[config.mk]
export PLATFORM = sky130hd
export DESIGN_NAME = digi_ota_pdm_driver
export DESIGN_NICKNAME = d
export VERILOG_FILES = /design/src/rtl/digi_ota_pdm_driver.sv
export SDC_FILE = /design/constraint.sdc
export NUM_CORES = 1
export LEC_CHECK = 0
export ABC_CLOCK_PERIOD_IN_PS = 2100
export CORE_MARGIN = 2
export CORE_UTILIZATION = 55
export DETAILED_ROUTE_END_ITERATION = 16
export DONT_BUFFER_PORTS = 1
export GPL_ROUTABILITY_DRIVEN = 0
export GPL_TIMING_DRIVEN = 0
export PLACE_DENSITY = 0.7
export RECOVER_POWER = 50
export SYNTH_ARGS = -nofsm -noshare
export SYNTH_HDL_FRONTEND = slang
export SYNTH_SLANG_ARGS = --single-unit
[constraint.sdc]
create_clock -name clk -period 2.1 [get_ports clk]
set_input_delay 0.42 -clock clk [delete_from_list [all_inputs] [get_ports clk]]
set_output_delay 0.42 -clock clk [all_outputs]
set_load 0.01 [all_outputs]
[src/rtl/digi_ota_pdm_driver.sv]
`default_nettype none
// ============================================================================
//  Module   : digi_ota_pdm_driver
//  Purpose  : Differential pulse-density driver for the digital OTA Vip/Vin
//             pair. A valid/ready handshake fills a one-entry holding
//             register. A first-order sigma-delta accumulator then plays each
//             code as a complementary bitstream of LEN bits, one bit every DIV
//             clocks. Bursts chain without a gap while a code is waiting.
//  Options  : DIGI_OTA_PDM_DITHER_EN - when defined, the accumulator preload
//             comes from an 8-bit LFSR (x^8+x^6+x^5+x^4+1, seed 8'hA5) that
//             advances once per burst load. Otherwise the preload is the
//             constant 2^(WIDTH-1).
//  Revision : 1.0 - initial release
// ============================================================================
module digi_ota_pdm_driver #(
  parameter int WIDTH = 8,   // code width, 2..16
  parameter int DIV   = 4,   // clocks per PDM bit, >= 1
  parameter int LEN   = 256  // PDM bits per burst, >= 1
) (
  input  logic             clk,
  input  logic             rst,
  input  logic             enable,
  input  logic [WIDTH-1:0] code_in,
  input  logic             code_valid,
  output logic             code_ready,
  output logic             vip,
  output logic             vin,
  output logic             busy
);

  localparam int c_dcw = (DIV > 1) ? $clog2(DIV) : 1;
  localparam int c_bcw = $clog2(LEN + 1);
  localparam logic [c_dcw-1:0] c_div_last = c_dcw'(DIV - 1);
  localparam logic [c_bcw-1:0] c_len      = c_bcw'(LEN);

  typedef enum logic [0:0] {
    S_IDLE = 1'b0,
    S_RUN  = 1'b1
  } state_t;

  state_t            state_q, state_d;
  logic [WIDTH-1:0]  hold_q, hold_d;
  logic              hold_full_q, hold_full_d;
  logic [WIDTH-1:0]  cur_q, cur_d;
  logic [WIDTH-1:0]  acc_q, acc_d;
  logic [c_dcw-1:0]  div_cnt_q, div_cnt_d;
  logic [c_bcw-1:0]  bit_cnt_q, bit_cnt_d;
  logic              vip_q, vip_d;
  logic              vin_q, vin_d;
  logic              busy_q, busy_d;

  logic              w_tick;
  logic              w_load;
  logic [WIDTH-1:0]  w_preload;
  logic [WIDTH:0]    w_sum_run;   // acc + cur, carry in the top bit
  logic [WIDTH:0]    w_sum_load;  // preload + held code for a chained reload

`ifdef DIGI_OTA_PDM_DITHER_EN
  logic [7:0] lfsr_q;
  logic       w_lfsr_fb;

  assign w_lfsr_fb = lfsr_q[7] ^ lfsr_q[5] ^ lfsr_q[4] ^ lfsr_q[3];

  // Dither source: steps once per burst load so each burst gets a fresh preload
  always_ff @(posedge clk) begin
    if (rst) begin
      lfsr_q <= 8'hA5;
    end else if (w_load) begin
      lfsr_q <= {lfsr_q[6:0], w_lfsr_fb};
    end
  end

  generate
    if (WIDTH <= 8) begin : g_preload_trunc
      assign w_preload = lfsr_q[WIDTH-1:0];
    end else begin : g_preload_zext
      assign w_preload = {{(WIDTH-8){1'b0}}, lfsr_q};
    end
  endgenerate
`else
  assign w_preload = {1'b1, {(WIDTH-1){1'b0}}};
`endif

  assign w_tick     = (div_cnt_q == c_div_last);
  assign w_sum_run  = {1'b0, acc_q} + {1'b0, cur_q};
  assign w_sum_load = {1'b0, w_preload} + {1'b0, hold_q};

  assign code_ready = ~hold_full_q;
  assign vip        = vip_q;
  assign vin        = vin_q;
  assign busy       = busy_q;

  // Next-state logic: handshake, burst sequencing and sigma-delta step
  always_comb begin
    state_d     = state_q;
    hold_d      = hold_q;
    hold_full_d = hold_full_q;
    cur_d       = cur_q;
    acc_d       = acc_q;
    div_cnt_d   = div_cnt_q;
    bit_cnt_d   = bit_cnt_q;
    vip_d       = vip_q;
    vin_d       = vin_q;
    w_load      = 1'b0;

    // Accept only into an empty holder, so it never collides with a load
    if (code_valid && !hold_full_q) begin
      hold_d      = code_in;
      hold_full_d = 1'b1;
    end

    case (state_q)
      S_IDLE: begin
        vip_d     = 1'b0;
        vin_d     = 1'b0;
        div_cnt_d = '0;
        if (enable && hold_full_q) begin
          state_d     = S_RUN;
          w_load      = 1'b1;
          cur_d       = hold_q;
          hold_full_d = 1'b0;
          acc_d       = w_preload;
          bit_cnt_d   = '0;
        end
      end
      S_RUN: begin
        if (!enable) begin
          // Abort: drop the current code, leave any held code in place
          state_d   = S_IDLE;
          vip_d     = 1'b0;
          vin_d     = 1'b0;
          div_cnt_d = '0;
          bit_cnt_d = '0;
        end else begin
          div_cnt_d = w_tick ? '0 : div_cnt_q + 1'b1;
          if (w_tick) begin
            if (bit_cnt_q < c_len) begin
              vip_d     = w_sum_run[WIDTH];
              vin_d     = ~w_sum_run[WIDTH];
              acc_d     = w_sum_run[WIDTH-1:0];
              bit_cnt_d = bit_cnt_q + 1'b1;
            end else if (hold_full_q) begin
              // Chain the next burst: its first bit replaces this tick's slot
              w_load      = 1'b1;
              cur_d       = hold_q;
              hold_full_d = 1'b0;
              vip_d       = w_sum_load[WIDTH];
              vin_d       = ~w_sum_load[WIDTH];
              acc_d       = w_sum_load[WIDTH-1:0];
              bit_cnt_d   = c_bcw'(1);
            end else begin
              state_d   = S_IDLE;
              vip_d     = 1'b0;
              vin_d     = 1'b0;
              bit_cnt_d = '0;
            end
          end
        end
      end
      default: begin
        state_d = S_IDLE;
        vip_d   = 1'b0;
        vin_d   = 1'b0;
      end
    endcase

    busy_d = (state_d == S_RUN);
  end

  // State register with synchronous reset
  always_ff @(posedge clk) begin
    if (rst) begin
      state_q     <= S_IDLE;
      hold_q      <= '0;
      hold_full_q <= 1'b0;
      cur_q       <= '0;
      acc_q       <= '0;
      div_cnt_q   <= '0;
      bit_cnt_q   <= '0;
      vip_q       <= 1'b0;
      vin_q       <= 1'b0;
      busy_q      <= 1'b0;
    end else begin
      state_q     <= state_d;
      hold_q      <= hold_d;
      hold_full_q <= hold_full_d;
      cur_q       <= cur_d;
      acc_q       <= acc_d;
      div_cnt_q   <= div_cnt_d;
      bit_cnt_q   <= bit_cnt_d;
      vip_q       <= vip_d;
      vin_q       <= vin_d;
      busy_q      <= busy_d;
    end
  end

endmodule
`default_nettype wire
# Yosys cells after proc, flatten, opt, wreduce, memory -nomap -nowiden
# Cells that the tools add are included.
[op_classes]
addsub = 4
n_mul = 0
div = 0
n_lt_le_gt_ge = 1
eq_ne = 8
shift = 0
mux = 44
n_bitwise = 4
reduce_logical = 6
[op_table]
columns = ["cell", "n"]
rows = [
  ["2-to-1 mux 8 bit", 10],
  ["2-to-1 mux 9 bit", 4],
  ["one-hot mux 8 bit (2 select lines)", 2],
  ["2-to-1 mux 1 bit", 20],
  ["one-hot mux 9 bit (2 select lines)", 1],
  ["adder 8 x 8 -> 9 bit", 1],
  ["adder 8 x 8 -> 9 bit, first input constant", 1],
  ["adder 9 x 1 -> 9 bit, second input constant", 1],
  ["less-than comparator 9 bit, second input constant", 1],
  ["inequality test 2 bit, second input constant", 4],
  ["one-hot mux 1 bit (2 select lines)", 4],
  ["inequality test 3 x 2 -> 1 bit, second input constant", 2],
  ["AND reduction 5 bit", 1],
  ["2-to-1 mux 2 bit", 2],
  ["inverter 1 bit", 4],
  ["one-hot mux 2 bit (2 select lines)", 1],
  ["AND reduction 4 bit", 1],
  ["adder 2 x 1 -> 2 bit, second input constant", 1],
  ["equality test 2 bit, second input constant", 1],
  ["logical AND 1 bit", 2],
  ["inequality test 2 x 1 -> 1 bit, second input constant", 1],
  ["AND reduction 2 bit", 1],
  ["logical NOT 1 bit", 1],
]
[totals]
register_bits = 39
latch_bits = 0
mem_bits_rw = 0
mem_bits_ro = 0
mem_count = 0

# Logic depth before layout (Yosys ltp)
[depth]
depth_word = 8
ltp_mapped = 8
mapped_depth_nobuf = 8

# Worst setup path before layout
# Ideal clock, no wire load.
[synth_timing]
path_type = "register to register"
from = "register cur_q[0]"
to = "register acc_q[4]"
setup_ns = 0.067
arrival_ns = 1.784
setup_slack_ns = 0.248
path_stages_with_launch = 9
path_buffers = 0
synth_period_minus_slack_ns = 1.852
path_cell_list = "dfxtp_1 > ha_1 > inv_1 > fa_1 > nor2b_4 > o21ai_0 > a211o_1 > a211o_1 > a21oi_2"
[synth_via]
elab_chain_cells = 5
[synth_rtl]
columns = ["item", "line", "text"]
rows = [
  ["start: declaration", "44", "logic [WIDTH-1:0] cur_q, cur_d;"],
  ["start signal: assignment", "187", "cur_q <= cur_d;"],
  ["adder 8 x 8 -> 9 bit", "85", "assign w_sum_run = {1'b0, acc_q} + {1'b0, cur_q};"],
  ["2-to-1 mux 8 bit", "137", "if (bit_cnt_q < c_len) begin"],
  ["2-to-1 mux 8 bit", "136", "if (w_tick) begin"],
  ["2-to-1 mux 8 bit", "127", "if (!enable) begin"],
  ["one-hot mux 8 bit (2 select lines)", "112", "case (state_q)"],
  ["end signal: assignment", "177", "acc_q <= '0;"],
  ["end signal: assignment", "188", "acc_q <= acc_d;"],
  ["end: declaration", "45", "logic [WIDTH-1:0] acc_q, acc_d;"],
]
# No other way between the ends. The select of a mux whose other input is x is not followed.
# A chain may end at the register's enable or synchronous reset.

# Final worst setup path
[layout_timing]
from = "register cur_q[0]"
to = "register vin_q, in the netlist vin"
[layout_via]
elab_chain_cells = 6
[layout_rtl]
columns = ["item", "line", "text"]
rows = [
  ["adder 8 x 8 -> 9 bit", "85", ""],
  ["inverter 1 bit", "139", "vin_d = ~w_sum_run[WIDTH];"],
  ["2-to-1 mux 1 bit", "137", ""],
  ["2-to-1 mux 1 bit", "136", ""],
  ["2-to-1 mux 1 bit", "127", ""],
  ["one-hot mux 1 bit (2 select lines)", "112", ""],
  ["end signal: assignment", "192", "vin_q <= vin_d;"],
  ["end: declaration", "49", "logic vin_q, vin_d;"],
]
# No other way between the ends. The select of a mux whose other input is x is not followed.

==> summary.txt <==
Power and ir drop
  • Tot Pwr: roughly 1.3 mW
  • Combinational Power Share: 0.090
  • Pwr dens: 597 nW/um^2
  • Net Switching: 340 uW
  • Int Power: about 900 uW
  • Maximum vdd ir drop: 0.388 mV
  • Clock Power Share: 0.299
  • Sequential Power Share: 0.611
  • Leak: about 0.81 nW
  • Sw Share: 0.269

Floorplan
  • Die X: about 65 um
  • Ports: 16
  • Starting Density: 0.590
  • Die Y: 64.5 um
  • Die Area: 4160 um^2
  • Core Area: 3420 um^2
  • Row cnt: 21

Place
  • Placed inst area: 2070 um^2
  • DP Wirelength: around 3.2 mm
  • I/O Buffers: 0
  • Setup slack after placement: 0.0930 ns

Clock network
  • Clock Sinks: 39
  • Reg clk slew, reported paths: 0.12 ns
  • H-tree depth reported by CTS: 2
  • TritonCTS clock tree: built
  • Root Driver: clkbuf_4
  • Clk buf depth: 2
  • Post-CTS Setup Inserts: 0
  • Clk_lat worst skew: between 0.3 and 0.4 ns
  • CTS Buf Count: 5

Global routing
  • Met1 Use GR: 0.279
  • Grt met3 use: 0.0625
  • First-pass GRT wire length: between 7 and 8 mm
  • Met2 Usage GRT: 0.393
  • Vias in the first global route: 1615
  • Antenna violations before repair: 0
  • Congestion Overflow GR: 0
  • Largest net degree at the start of global routing: 13
  • Most Crowded Layer GR: met2
  • Total GRT Usage: 0.232

Timing
  • PnR worst setup slack: 0.130 ns
  • Slew headroom: 0.539
  • Minimum clock period: 1.97 ns
  • RSZ-0062 raised after global routing: false
  • Setup_tns: 0 ns
  • Final Max Slew Viols: 0
  • Final setup fails: 0
  • Worst-Margin Slew: 0.691 ns
  • Period Utilization, post-route: 0.938
  • WHS: 0.208 ns
  • Endpoints failing hold: 0
  • Clock Skew: 0.00885 ns
  • Max Fclk: between 500 and 600 MHz

Finish
  • N_diodes: 0
  • Nets: roughly 260
  • Fin area: 2120 um^2
  • Share of cells above drive strength 1: 0.0958
  • Synthesis-to-finish area growth: 5.22%

Drt
  • Remaining DRCs: 0
  • Vias per inst: ~6
  • Drt total wl: about 4.4 mm
  • DRT Pass-1 Iters: 4
  • Routed via count: 1704
  • Detailed Route Iter0 Violations: 137
  • Antenna viol nets, final: 0
  • DR WL/cell: 15.3 um

Synth
  • Mapped Cells: ~230
  • Netlist cell types: 44
  • Most used DFF post-synth: dfxtp_1
  • Sequential area share after synthesis: 0.388
  • Asr flop ratio synth: 0
  • Synth Cell Area: 2010 um^2
  • Avg Inst Size Synth: 8.68 um^2
  • Post-Syn Nets: 255
  • Number of synthesized flops with an enable pin: 0
  • Seq cells post-synth: 39
  • Ys Warns: 0

Min path
  • Type of the worst min-delay path: input pin to flip-flop

Setup path
  • CP Cell Sequence: ha_1 -> inv_1 -> fa_2 -> nor2b_4 -> o31a_1 -> o31ai_1 -> a21o_1 -> o221a_2
  • WP data arrival: 2.22 ns
  • CP Capture Type: flip-flop
  • Critical path peak fanout: 3
  • Crit path largest cell delay: 0.38 ns
  • WP data required: 2.35 ns
  • Setup CP Type: flip-flop to flip-flop
  • CP startpoint kind: flip-flop
  • CP max-delay cell: fa_2

Run status
  • Status: finished clean

Run
  • Max Cap Viol: 0
==> layer usage <==
metal / wire length (um) / part of all wire / up-vias
li1: - / - / 836
met1: 1970 / 0.45 / 804
met2: 2170 / 0.49 / 56
met3: 201 / 0.046 / 8
met4: 51 / 0.012 / 0
met5: 0 / 0 / -
==> sequential cells by signal, summed over array words and instances, names as in the netlist <==
name and count:
hold_q 8, div_cnt_q 2, busy 1, vin 1, bit_cnt_q 9, vip 1, cur_q 8, acc_q 8
hold_full_q 1
==> critical path, delay by kind of cell (launching register included) <==
| kind | cells | cell delay [ns] |
|---|---|---|
| AOI/OAI and AO/OA | 4 | 0.72 |
| adders and majority gates | 2 | 0.60 |
| DFF | 1 | 0.36 |
| and+or+nand+nor | 1 | 0.12 |
| buffers and inverters | 1 | 0.07 |
==> synth_stat cells, types with 2 or more instances <==
| library cell | n | share of area |
|---|---|---|
| nor3b_1 | 2 | 0.0075 |
| a211oi_1 | 2 | 0.0075 |
| nor2b_1 | 3 | 0.0093 |
| nand3_1 | 7 | 0.017 |
| nand4_1 | 5 | 0.016 |
| nor2_1 | 31 | 0.058 |
| o22ai_1 | 2 | 0.0062 |
| a211o_1 | 2 | 0.0087 |
| o21ai_0 | 13 | 0.032 |
| buf_4 | 2 | 0.0075 |
| a22oi_1 | 2 | 0.0075 |
| o221a_2 | 2 | 0.011 |
| nand2_1 | 22 | 0.041 |
| nor3_1 | 4 | 0.0099 |
| ha_1 | 10 | 0.062 |
| xor2_1 | 7 | 0.030 |
| nor4_1 | 3 | 0.0093 |
| o211ai_1 | 2 | 0.0075 |
| clkbuf_1 | 5 | 0.0093 |
| dfxtp_1 | 39 | 0.39 |
| a21oi_1 | 11 | 0.027 |
| or3_1 | 2 | 0.0062 |
| o21a_1 | 3 | 0.011 |
| inv_1 | 9 | 0.017 |
| o21bai_1 | 2 | 0.0075 |
| mux2i_1 | 16 | 0.080 |
| and3_1 | 3 | 0.0093 |
| buf_2 | 4 | 0.0099 |
| a21o_1 | 2 | 0.0075 |
==> what timing repair did <==
action                                  CTS  global route
gates resized for setup                   0             1
endpoints found under the setup margin    0             2
hold buffers                              0             0
==> metrics by stage <==
stage,std cells,util
2_1_floorplan,232,-
3_5_place_dp,278,0.607
3_3_place_gp,278,0.607
4_1_cts,286,0.622
6_report,286,0.621
5_1_grt,286,0.621
==> path summary, 6_finish.rpt <==
kind,startpoint,endpoint,slack (ns),depth (start not counted)
hold reg to reg,div_cnt_q[0]$_SDFF_PP0_,div_cnt_q[0]$_SDFF_PP0_,0.44,1
setup reg to reg,cur_q[0]$_SDFFE_PP0P_,vin$_SDFFE_PP0P_,0.13,8
hold / removal,code_in[2],hold_q[2]$_SDFFE_PP0P_,0.21,2
setup / recovery,cur_q[0]$_SDFFE_PP0P_,vin$_SDFFE_PP0P_,0.13,8
==> layout make-up <==
cell class                      instances  area [um^2]
Sequential cell                        39          781
Inverter                                9         33.8
Multi-Input combinational cell        172         1130
Clock buffer                            5         37.5
Fill cell                             311         1300
Buffer                                 12         63.8
Clock inverter                          3         15.0
Tap cell                               46         57.6
==> logic make-up (layout without fill, tap and decap cells) <==
kind of cell             after synthesis  count (layout)  share of synthesized area
multiplexers                          17              17                     0.0851
AO/OA/AOI/OAI                         52              52                      0.179
flip-flops                            39              39                      0.388
AND/OR/NAND/NOR                       85              85                      0.196
adder cells (fa/ha/maj)               11              11                     0.0721
buffers and inverters                 21              29                     0.0491
XOR/XNOR                               7               7                     0.0304
==> placed cells by master, fill, tap and decap left out, types with 2 or more instances in the layout <==
master | netlist | routed
dfxtp_1 | 39 | 39
o21bai_1 | 2 | 2
a21oi_1 | 11 | 11
ha_1 | 10 | 10
buf_4 | 2 | 2
a211oi_1 | 2 | 2
mux2i_1 | 16 | 16
nor3_1 | 4 | 4
nor3b_1 | 2 | 2
inv_1 | 9 | 9
clkbuf_4 | 0 | 5
nand2_1 | 22 | 22
a22oi_1 | 2 | 2
xor2_1 | 7 | 7
a211o_1 | 2 | 2
or3_1 | 2 | 2
o211ai_1 | 2 | 2
nor2b_1 | 3 | 3
o21a_1 | 3 | 3
and3_1 | 3 | 3
o21ai_0 | 13 | 13
clkinv_2 | 0 | 3
nor2_1 | 31 | 31
clkbuf_1 | 5 | 6
nor4_1 | 3 | 3
buf_2 | 4 | 3
nand3_1 | 7 | 7
o22ai_1 | 2 | 2
nand4_1 | 5 | 5
o221a_2 | 2 | 2
a21o_1 | 2 | 2
==> power groups by stage <==
stage | clock network (mW) | registers, mW | logic (mW)
after CTS | 0.388 | 0.773 | 0.116
after global placement | 0 | 0.788 | 0.112
final | 0.378 | 0.773 | 0.114
after detailed placement | 0 | 0.789 | 0.115
after global routing | 0.421 | 0.775 | 0.127
after floorplan | 0 | 0.784 | 0.0915
(Power assumes the default switching activity.)
